File: src/rtl/uart_pkg.sv
// Shared constants and entry-layout helpers for the UART receive FIFO.
// An entry is {frame_err, parity_err, data}.
package uart_pkg;

   localparam int DBIT_DEF   = 8;
   localparam int ADDR_W_DEF = 4;
   localparam int DATA_LSB   = 0;

   function automatic int entry_w(input int dbit);
      return dbit + 2;
   endfunction

   function automatic int parity_pos(input int dbit);
      return dbit;
   endfunction

   function automatic int frame_pos(input int dbit);
      return dbit + 1;
   endfunction

endpackage

File: src/rtl/uart_rx_fifo_if.sv
// Push/pop and status bundle between the UART receiver side and the FIFO.
// The master drives the strobes; the slave (the FIFO) returns head data and status.
interface uart_rx_fifo_if
   import uart_pkg::*;
#(
   parameter int DBIT   = DBIT_DEF,
   parameter int ADDR_W = ADDR_W_DEF
) ();

   logic              rx_done_tick;
   logic [DBIT-1:0]   din;
   logic              e_parity_in;
   logic              e_frame_in;
   logic              rd;
   logic              clr;
   logic [DBIT-1:0]   rd_data;
   logic              rd_e_parity;
   logic              rd_e_frame;
   logic              empty;
   logic              full;
   logic [ADDR_W:0]   level;
   logic              overrun;

   modport master (
      output rx_done_tick, din, e_parity_in, e_frame_in, rd, clr,
      input  rd_data, rd_e_parity, rd_e_frame, empty, full, level, overrun
   );

   modport slave (
      input  rx_done_tick, din, e_parity_in, e_frame_in, rd, clr,
      output rd_data, rd_e_parity, rd_e_frame, empty, full, level, overrun
   );

endinterface

File: src/rtl/uart_rx_fifo_ctrl.sv
// Pointer, level and overrun bookkeeping for the receive FIFO.
// Pointers carry one extra bit so full and empty differ without a separate count.
module fifo_ctrl
   import uart_pkg::*;
#(
   parameter int ADDR_W = ADDR_W_DEF
) (
   input  logic              clk,
   input  logic              reset,
   input  logic              push_req,
   input  logic              pop_req,
   input  logic              clr,
   output logic              wr_en,
   output logic [ADDR_W-1:0] wr_addr,
   output logic [ADDR_W-1:0] rd_addr,
   output logic              empty,
   output logic              full,
   output logic [ADDR_W:0]   level,
   output logic              overrun
);

   localparam logic [ADDR_W:0] DEPTH = {1'b1, {ADDR_W{1'b0}}};
   localparam logic [ADDR_W:0] ONE   = (ADDR_W+1)'(1);

   logic [ADDR_W:0] wr_ptr;
   logic [ADDR_W:0] rd_ptr;
   logic            pop;
   logic            push;
   logic            drop;

   assign level   = wr_ptr - rd_ptr;
   assign empty   = (level == '0);
   assign full    = (level == DEPTH);
   assign wr_addr = wr_ptr[ADDR_W-1:0];
   assign rd_addr = rd_ptr[ADDR_W-1:0];

   // A flush wins over everything: nothing is written, popped or flagged that cycle.
   assign pop   = pop_req && !empty && !clr;
   assign push  = push_req && (!full || pop) && !clr;
   assign drop  = push_req && full && !pop && !clr;
   assign wr_en = push;

   // NOTE: sequential state uses non-blocking assignments so every register
   // samples pre-edge values regardless of statement order.
   always_ff @(posedge clk or negedge reset) begin
      if (!reset) begin
         wr_ptr  <= '0;
         rd_ptr  <= '0;
         overrun <= 1'b0;
      end else if (clr) begin
         wr_ptr  <= '0;
         rd_ptr  <= '0;
         overrun <= 1'b0;
      end else begin
         if (push) wr_ptr <= wr_ptr + ONE;
         if (pop)  rd_ptr <= rd_ptr + ONE;
         if (drop) overrun <= 1'b1;
      end
   end

endmodule

File: src/rtl/uart_rx_fifo.sv
// Receive FIFO behind a UART receiver: stores data with its parity/frame flags
// and presents the head entry first-word fall-through.
module uart_rx_fifo
   import uart_pkg::*;
#(
   parameter int DBIT   = DBIT_DEF,
   parameter int ADDR_W = ADDR_W_DEF
) (
   input  logic       clk,
   input  logic       reset,
   uart_rx_fifo_if.slave bus
);

   localparam int EW    = entry_w(DBIT);
   localparam int P_POS = parity_pos(DBIT);
   localparam int F_POS = frame_pos(DBIT);

   logic [EW-1:0]     mem [2**ADDR_W];
   logic [EW-1:0]     head;
   logic              wr_en;
   logic [ADDR_W-1:0] wr_addr;
   logic [ADDR_W-1:0] rd_addr;

   fifo_ctrl #(.ADDR_W(ADDR_W)) u_ctrl (
      .clk      (clk),
      .reset    (reset),
      .push_req (bus.rx_done_tick),
      .pop_req  (bus.rd),
      .clr      (bus.clr),
      .wr_en    (wr_en),
      .wr_addr  (wr_addr),
      .rd_addr  (rd_addr),
      .empty    (bus.empty),
      .full     (bus.full),
      .level    (bus.level),
      .overrun  (bus.overrun)
   );

   // NOTE: storage has no reset; the pointers alone decide which entries are valid,
   // and leaving the array unreset lets it map onto plain register-file cells.
   always_ff @(posedge clk) begin
      if (wr_en) mem[wr_addr] <= {bus.e_frame_in, bus.e_parity_in, bus.din};
   end

   assign head            = mem[rd_addr];
   assign bus.rd_data     = head[DATA_LSB +: DBIT];
   assign bus.rd_e_parity = head[P_POS];
   assign bus.rd_e_frame  = head[F_POS];

endmodule

File: src/flat_wrapper.sv
// flat-port wrapper written by rule: the top's interface ports become plain ports
module uart_rx_fifo_flat import uart_pkg::*;
#(
   parameter int DBIT   = DBIT_DEF,
   parameter int ADDR_W = ADDR_W_DEF
)
  (clk, reset, bus_rx_done_tick, bus_din, bus_e_parity_in, bus_e_frame_in, bus_rd, bus_clr, bus_rd_data, bus_rd_e_parity, bus_rd_e_frame, bus_empty, bus_full, bus_level, bus_overrun);
  uart_rx_fifo_if #(.DBIT(DBIT), .ADDR_W(ADDR_W)) bus_i ();
  input  logic clk;
  input  logic reset;
  input wire logic [$bits(bus_i.rx_done_tick)-1:0] bus_rx_done_tick;
  input wire logic [$bits(bus_i.din)-1:0] bus_din;
  input wire logic [$bits(bus_i.e_parity_in)-1:0] bus_e_parity_in;
  input wire logic [$bits(bus_i.e_frame_in)-1:0] bus_e_frame_in;
  input wire logic [$bits(bus_i.rd)-1:0] bus_rd;
  input wire logic [$bits(bus_i.clr)-1:0] bus_clr;
  output wire logic [$bits(bus_i.rd_data)-1:0] bus_rd_data;
  output wire logic [$bits(bus_i.rd_e_parity)-1:0] bus_rd_e_parity;
  output wire logic [$bits(bus_i.rd_e_frame)-1:0] bus_rd_e_frame;
  output wire logic [$bits(bus_i.empty)-1:0] bus_empty;
  output wire logic [$bits(bus_i.full)-1:0] bus_full;
  output wire logic [$bits(bus_i.level)-1:0] bus_level;
  output wire logic [$bits(bus_i.overrun)-1:0] bus_overrun;
  assign bus_i.rx_done_tick = bus_rx_done_tick;
  assign bus_i.din = bus_din;
  assign bus_i.e_parity_in = bus_e_parity_in;
  assign bus_i.e_frame_in = bus_e_frame_in;
  assign bus_i.rd = bus_rd;
  assign bus_i.clr = bus_clr;
  assign bus_rd_data = bus_i.rd_data;
  assign bus_rd_e_parity = bus_i.rd_e_parity;
  assign bus_rd_e_frame = bus_i.rd_e_frame;
  assign bus_empty = bus_i.empty;
  assign bus_full = bus_i.full;
  assign bus_level = bus_i.level;
  assign bus_overrun = bus_i.overrun;
  uart_rx_fifo #(.DBIT(DBIT), .ADDR_W(ADDR_W)) u_core (.clk(clk), .reset(reset), .bus(bus_i));
endmodule
File: config.mk
export PLATFORM = sky130hd
export DESIGN_NAME = uart_rx_fifo_flat
export DESIGN_NICKNAME = d
export VERILOG_FILES = /design/src/rtl/uart_pkg.sv /design/src/rtl/uart_rx_fifo_if.sv /design/src/rtl/uart_rx_fifo_ctrl.sv /design/src/rtl/uart_rx_fifo.sv /design/src/flat_wrapper.sv
export SDC_FILE = /design/constraint.sdc
export NUM_CORES = 1
export LEC_CHECK = 0
export CAP_MARGIN = 20
export CORE_MARGIN = 2
export CORE_UTILIZATION = 40
export CTS_BUF_LIST = sky130_fd_sc_hd__clkbuf_8 sky130_fd_sc_hd__clkbuf_16
export CTS_CLUSTER_SIZE = 40
export DETAILED_ROUTE_END_ITERATION = 6
export GPL_TIMING_DRIVEN = 0
export PLACE_DENSITY = 0.54
export SLEW_MARGIN = 20
export SYNTH_ARGS = -nofsm -noshare
export SYNTH_HDL_FRONTEND = slang
export SYNTH_HIERARCHICAL = 1
export SYNTH_SLANG_ARGS = --single-unit
File: constraint.sdc
create_clock -name clk -period 4.06 [get_ports clk]
set_clock_uncertainty 0.05 [all_clocks]
set_input_delay 0.406 -clock clk [delete_from_list [all_inputs] [get_ports clk]]
set_output_delay 0.406 -clock clk [all_outputs]
set_load 0.05 [all_outputs]
# After elaboration in Yosys (flattened, before gate mapping)
# Memory sizes are Yosys's and may differ from the RTL's.
# Index checks and enable logic that the tools add are counted.
[totals] regBits=11 ram_bits=160 inputBits=15 elab_cells=32 memories=1
[mem_list] name="u_core.mem" words=16 width=10 rd=1 rd_ports_with_merged_regs=0 write_ports=1 line_no="uart_rx_fifo.sv:18" rtl="logic [EW-1:0] mem [2**ADDR_W];"
[op_classes] add_sub_neg=3 eq_ne=1 n_mux=8 n_reduce_logical=16
[ops] cell="2-to-1 mux 5 bit" count=4
[ops] cell="adder 5 x 1 -> 5 bit (second input constant)" count=2
[ops] cell="logical AND 1 bit" count=7
[ops] cell="nonzero test 2 bit" count=3
[ops] cell="equality test 5 bit (second input constant)" count=1
[ops] cell="logical NOT 5 bit" count=1
[ops] cell="subtractor 5 bit" count=1
[ops] cell="logical NOT 1 bit" count=4
[ops] cell="2-to-1 mux 1 bit" count=4
[ops] cell="logical OR 1 bit" count=1

# Logic depth before layout (Yosys ltp)
[depth] ltp_word=10 ltp_mapped=10 mapped_depth_nobuf=10

# Modules after synthesis
# Netlist, hierarchy kept.
[by_module_without_submodules] mod="uart_rx_fifo" instances=1 cells_per_inst=269 area_each_um2=6153.4 seq_area_each_um2=4804.6
[by_module_without_submodules] mod="fifo_ctrl" instances=1 cells_per_inst=102 area_each_um2=913.4 seq_area_each_um2=275.3

# Worst setup path after synthesis
# Ideal clock, no wire load.
[synth_path] path_kind="register to register" from="register u_core.u_ctrl.wr_ptr[0]" to="memory u_core/mem[0][0] (netlist bit) (enable)" arrival_ns=3.549 required_time_ns=3.620 path_slack_ns=0.071 path_stages_with_launch=11 synth_period_minus_slack_ns=3.989 path_cell_list="dfrtp_1 inv_1 ha_1 inv_1 fa_1 xor2_2 nand4b_2 nand2_1 a211oi_1 or3b_1 nor3_1"
[synth_between] elab_chain_len=10 word_cells_on_any_way=12 cone_classes="add/sub (1); eq/ne (1); mux (2); reduce/logical (8)"
[synth_rtl] element="start, declared" line_no="uart_rx_fifo_ctrl.sv:25" rtl="logic [ADDR_W:0] wr_ptr;"
[synth_rtl] element="start signal, assigned" line_no="uart_rx_fifo_ctrl.sv:55" rtl="if (push) wr_ptr <= wr_ptr + ONE;"
[synth_rtl] element="subtractor 5 bit *" line_no="uart_rx_fifo_ctrl.sv:31" rtl="assign level = wr_ptr - rd_ptr;"
[synth_rtl] element="via bus_level[2]" line_no="flat_wrapper.sv:22" rtl="output wire logic [$bits(bus_i.level)-1:0] bus_level;"
[synth_rtl] element="logical NOT 5 bit" line_no="uart_rx_fifo_ctrl.sv:32" rtl="assign empty = (level == '0);"
[synth_rtl] element="logical NOT 1 bit" line_no="uart_rx_fifo_ctrl.sv:38" rtl="assign pop = pop_req && !empty && !clr;"
[synth_rtl] element="logical AND 1 bit (2 in series)" line_no="uart_rx_fifo_ctrl.sv:38"
[synth_rtl] element="logical OR 1 bit *" line_no="uart_rx_fifo_ctrl.sv:39" rtl="assign push = push_req && (!full || pop) && !clr;"
[synth_rtl] element="logical AND 1 bit * (2 in series)" line_no="uart_rx_fifo_ctrl.sv:39"
[synth_rtl] element="via u_core.wr_en" line_no="uart_rx_fifo.sv:20" rtl="logic wr_en;"
[synth_rtl] element="2-to-1 mux 1 bit *" line_no="uart_rx_fifo.sv:42" rtl="if (wr_en) mem[wr_addr] <= {bus.e_frame_in, bus.e_parity_in, bus.din};"
[synth_rtl] element="2-to-1 mux 1 bit (not written as such) *" line_no="uart_rx_fifo.sv:42"
[synth_rtl] element="end, declared" line_no="uart_rx_fifo.sv:18"
# Mark *: on every way through the listed nets, which the timed path passes. The rest lies on a longest branch.

# Final worst setup path
[layout_path] from="register u_core.u_ctrl.wr_ptr[0]" to="output port bus_full"
[layout_between] elab_chain_len=2
[layout_rtl] element="subtractor 5 bit" line_no="uart_rx_fifo_ctrl.sv:31"
[layout_rtl] element="equality test 5 bit" line_no="uart_rx_fifo_ctrl.sv:33" rtl="assign full = (level == DEPTH);"
[layout_rtl] element="end, declared" line_no="flat_wrapper.sv:21" rtl="output wire logic [$bits(bus_i.full)-1:0] bus_full;"
# Every way passes these cells.

==> metrics.csv <==
metric,value,unit
seq_area_frac_synth,71.9,%
period_share,94.6,%
final_cell_area,8290,um^2
fillers,1473,
hold_class,input pin to asynchronous set/reset pin,
peakVddDrop,0.000368,V
wl_per_cell,21.9,um
power.total,5.00,mW
p_leak,2.69,nW
critical_path.max_fanout,5,
die_h,137,um
cts_sinks,171,
top_level_ports,33,
hpwl,9760,um
yosys_warnings,6,
dieArea,18700,um^2
antenna_found_initial,0,
syn_nets,393,
cp-startpoint,u_core/u_ctrl/wr_ptr[0],
tightestPinTransition,1.09,ns
drv_slew,0,
min_period,3.84,ns
drc_errors,0,
maxCapViolCount,0,
start_kind,register,
worst_slack,0.217,ns
rsz0062_at_grt,false,
numPortBuffers,32,
setup_viol,0,
rows,48,
dp_slack,0.0772,ns
ys.flop_type,edfxtp_1,
grt_usage,16.9,%
die_x,137,um
ys_ff_latch,171,
reg2reg_setup_slack,0.29,ns
ctsRootBufferMaster,clkbuf_16,
worstSkewPairLatency,0.42,ns
fmax,260,MHz
numCtsBuffers,17,
coreArea,17300,um^2
tns,0,ns
via_per_inst,5.43,
grt_pass1_vias,3778,
clock_path_buffers,2,
crit_arrival,3.39,ns
relSlewSlack,27.3,%
synth-edff-count,160,
gr-total-overflow,0,
synth_cell_types,40,
outcome,finished clean,
drive_above_1_share,20.3,%
place_area,7730,um^2
synthArstFlopShare,6.43,%
initial_core_util,40.9,%
drt_iter0_drc,242,
r2r.worst_path.cells,10,
vias,3603,
grt_pass1_wl,22300,um
grt_max_degree,17,
cp.required,3.60,ns
crit_type,register to output pin,
syn_area,7070,um^2
r2r_start,u_core/u_ctrl/wr_ptr[0],
antenna_cells,0,
pwr_density_cell,602,nW/um^2
gp_congestion,0.782,
ant_nets,0,
drt_wl_total,14600,um
end_kind,output pin,
htreeDepth,4,
dr.pass1.iters,4,
cts.reportedPaths.clkPinSlew,0.07,ns
finalHoldViolCount,0,
cts_tree,done,
nNetsFinal,448,
holdWs,0.276,ns
netlist_instances,371,
syn2layout_area_growth,17.3,%
synth.avg_cell_area,19.0,um^2
r2r_end,u_core/mem[5][1],
## kinds of logic (layout without fill, tap and decap cells)
logic type	Yosys count	count (layout)	synth area share [%]
and+or+nand+nor	69	69	5.08
adders and majority gates	7	7	1.35
muxes	43	43	13.9
AOI/OAI and AO/OA	47	47	4.64
xor gates and xnor gates	3	3	0.478
DFF	171	171	71.9
buffers and inverters	31	99	2.71
## worst max-delay path: stages, from the launching register on
cell             delay [ns]
dfrtp_1                0.43
inv_1                  0.11
ha_1                   0.16
inv_1                  0.05
fa_1                   0.42
xor2_2                 0.21
a211o_1                0.34
and2_1                 0.21
nor3_1                 0.17
clkdlybuf4s50_1        0.85
## what timing repair did
item                                    in CTS  in global routing
gates resized for setup                      0                  1
hold buffers                                 0                  0
endpoints found under the setup margin       0                 10
setup buffers                                0                  0
## layout make-up
type | count | area (um^2) | share of cell area [%]
well taps | 225 | 282 | 3.40
flip-flops and latches | 171 | 5080 | 61.3
multi-input cells | 169 | 1830 | 22.1
repair buffers | 36 | 358 | 4.32
clock buffers | 17 | 425 | 5.13
clock inverters | 15 | 125 | 1.51
plain buffers | 22 | 158 | 1.90
inverters | 9 | 33.8 | 0.407
## sequential cells by signal, indices dropped and copies added (netlist names)
register and flops:
u_core/u_ctrl/rd_ptr 5, u_core/u_ctrl/overrun 1, u_core/u_ctrl/wr_ptr 5, u_core/mem 160
## placed cells by master (no fill, tap or decap), types with 3 or more instances in the layout
cell,synthesis,layout
a21oi_1,10,10
nor3_2,0,4
inv_1,9,9
o21ai_0,3,3
mux2_1,3,3
clkdlybuf4s50_1,0,32
mux4_1,12,12
nor2_1,18,12
ha_1,6,6
clkbuf_16,0,17
clkinv_4,0,4
nor2b_1,5,5
buf_4,10,12
nand3b_1,5,5
a211oi_1,3,3
a22oi_1,20,20
nand2_1,13,13
buf_6,2,4
clkbuf_1,3,3
nand2b_1,3,3
buf_1,5,5
mux4_2,28,28
clkinv_2,0,4
nand3_1,8,8
o211ai_1,5,5
edfxtp_1,160,160
dfrtp_1,11,11
nor2_2,0,6
## cells in the mapped netlist, drive strengths merged, types with 5 or more instances
master / number / area [um^2]
nand3b: 5 / 37.5
nor2b: 5 / 31.3
nand3: 8 / 40.0
nand2: 13 / 48.8
nor3: 5 / 25.0
nor2: 18 / 67.6
inv: 9 / 33.8
ha: 6 / 75.1
a21oi: 10 / 50.1
buf: 19 / 146
mux4: 40 / 946
dfrtp: 11 / 275
a22oi: 21 / 163
edfxtp: 160 / 4800
o211ai: 5 / 37.5
## worst max path at each step
stage / to / slack (ns) / depth (start not counted)
2_1_floorplan: u_core/mem[0][0] / 0.07 / 10
5_1_grt: bus_full / 0.03 / 9
3_3_place_gp: u_core/mem[0][8] / -0.36 / 10
3_5_place_dp: u_core/mem[1][2] / 0.08 / 10
4_1_cts: u_core/mem[3][8] / 0.06 / 10
6_report: bus_full / 0.22 / 9
## metal layers
| metal | track usage (%) | routed length, um | part of all wire (%) | vias up |
|---|---|---|---|---|
| li1 | - | - | - | 1642 |
| met1 | 23.2 | 6710 | 46 | 1871 |
| met2 | 26.9 | 7130 | 49 | 77 |
| met3 | 4.41 | 592 | 4.1 | 13 |
| met4 | 4.75 | 120 | 0.82 | 0 |
| met5 | 0 | 0 | 0 | - |
## where the power goes
group	total, mW	internal [mW]	switching (mW)	leakage (nW)
Combinational	1.51	0.608	0.904	0.833
Sequential	1.99	1.97	0.0271	1.59
Clock	1.49	0.841	0.649	0.268
## through the flow
step           cells  utilization [%]
6_report         664             47.9
3_3_place_gp     628             44.3
5_1_grt          664             47.9
3_5_place_dp     632             44.7
2_1_floorplan    371                -
4_1_cts          664             47.9
Note: power is estimated with default switching activity, not from simulation.
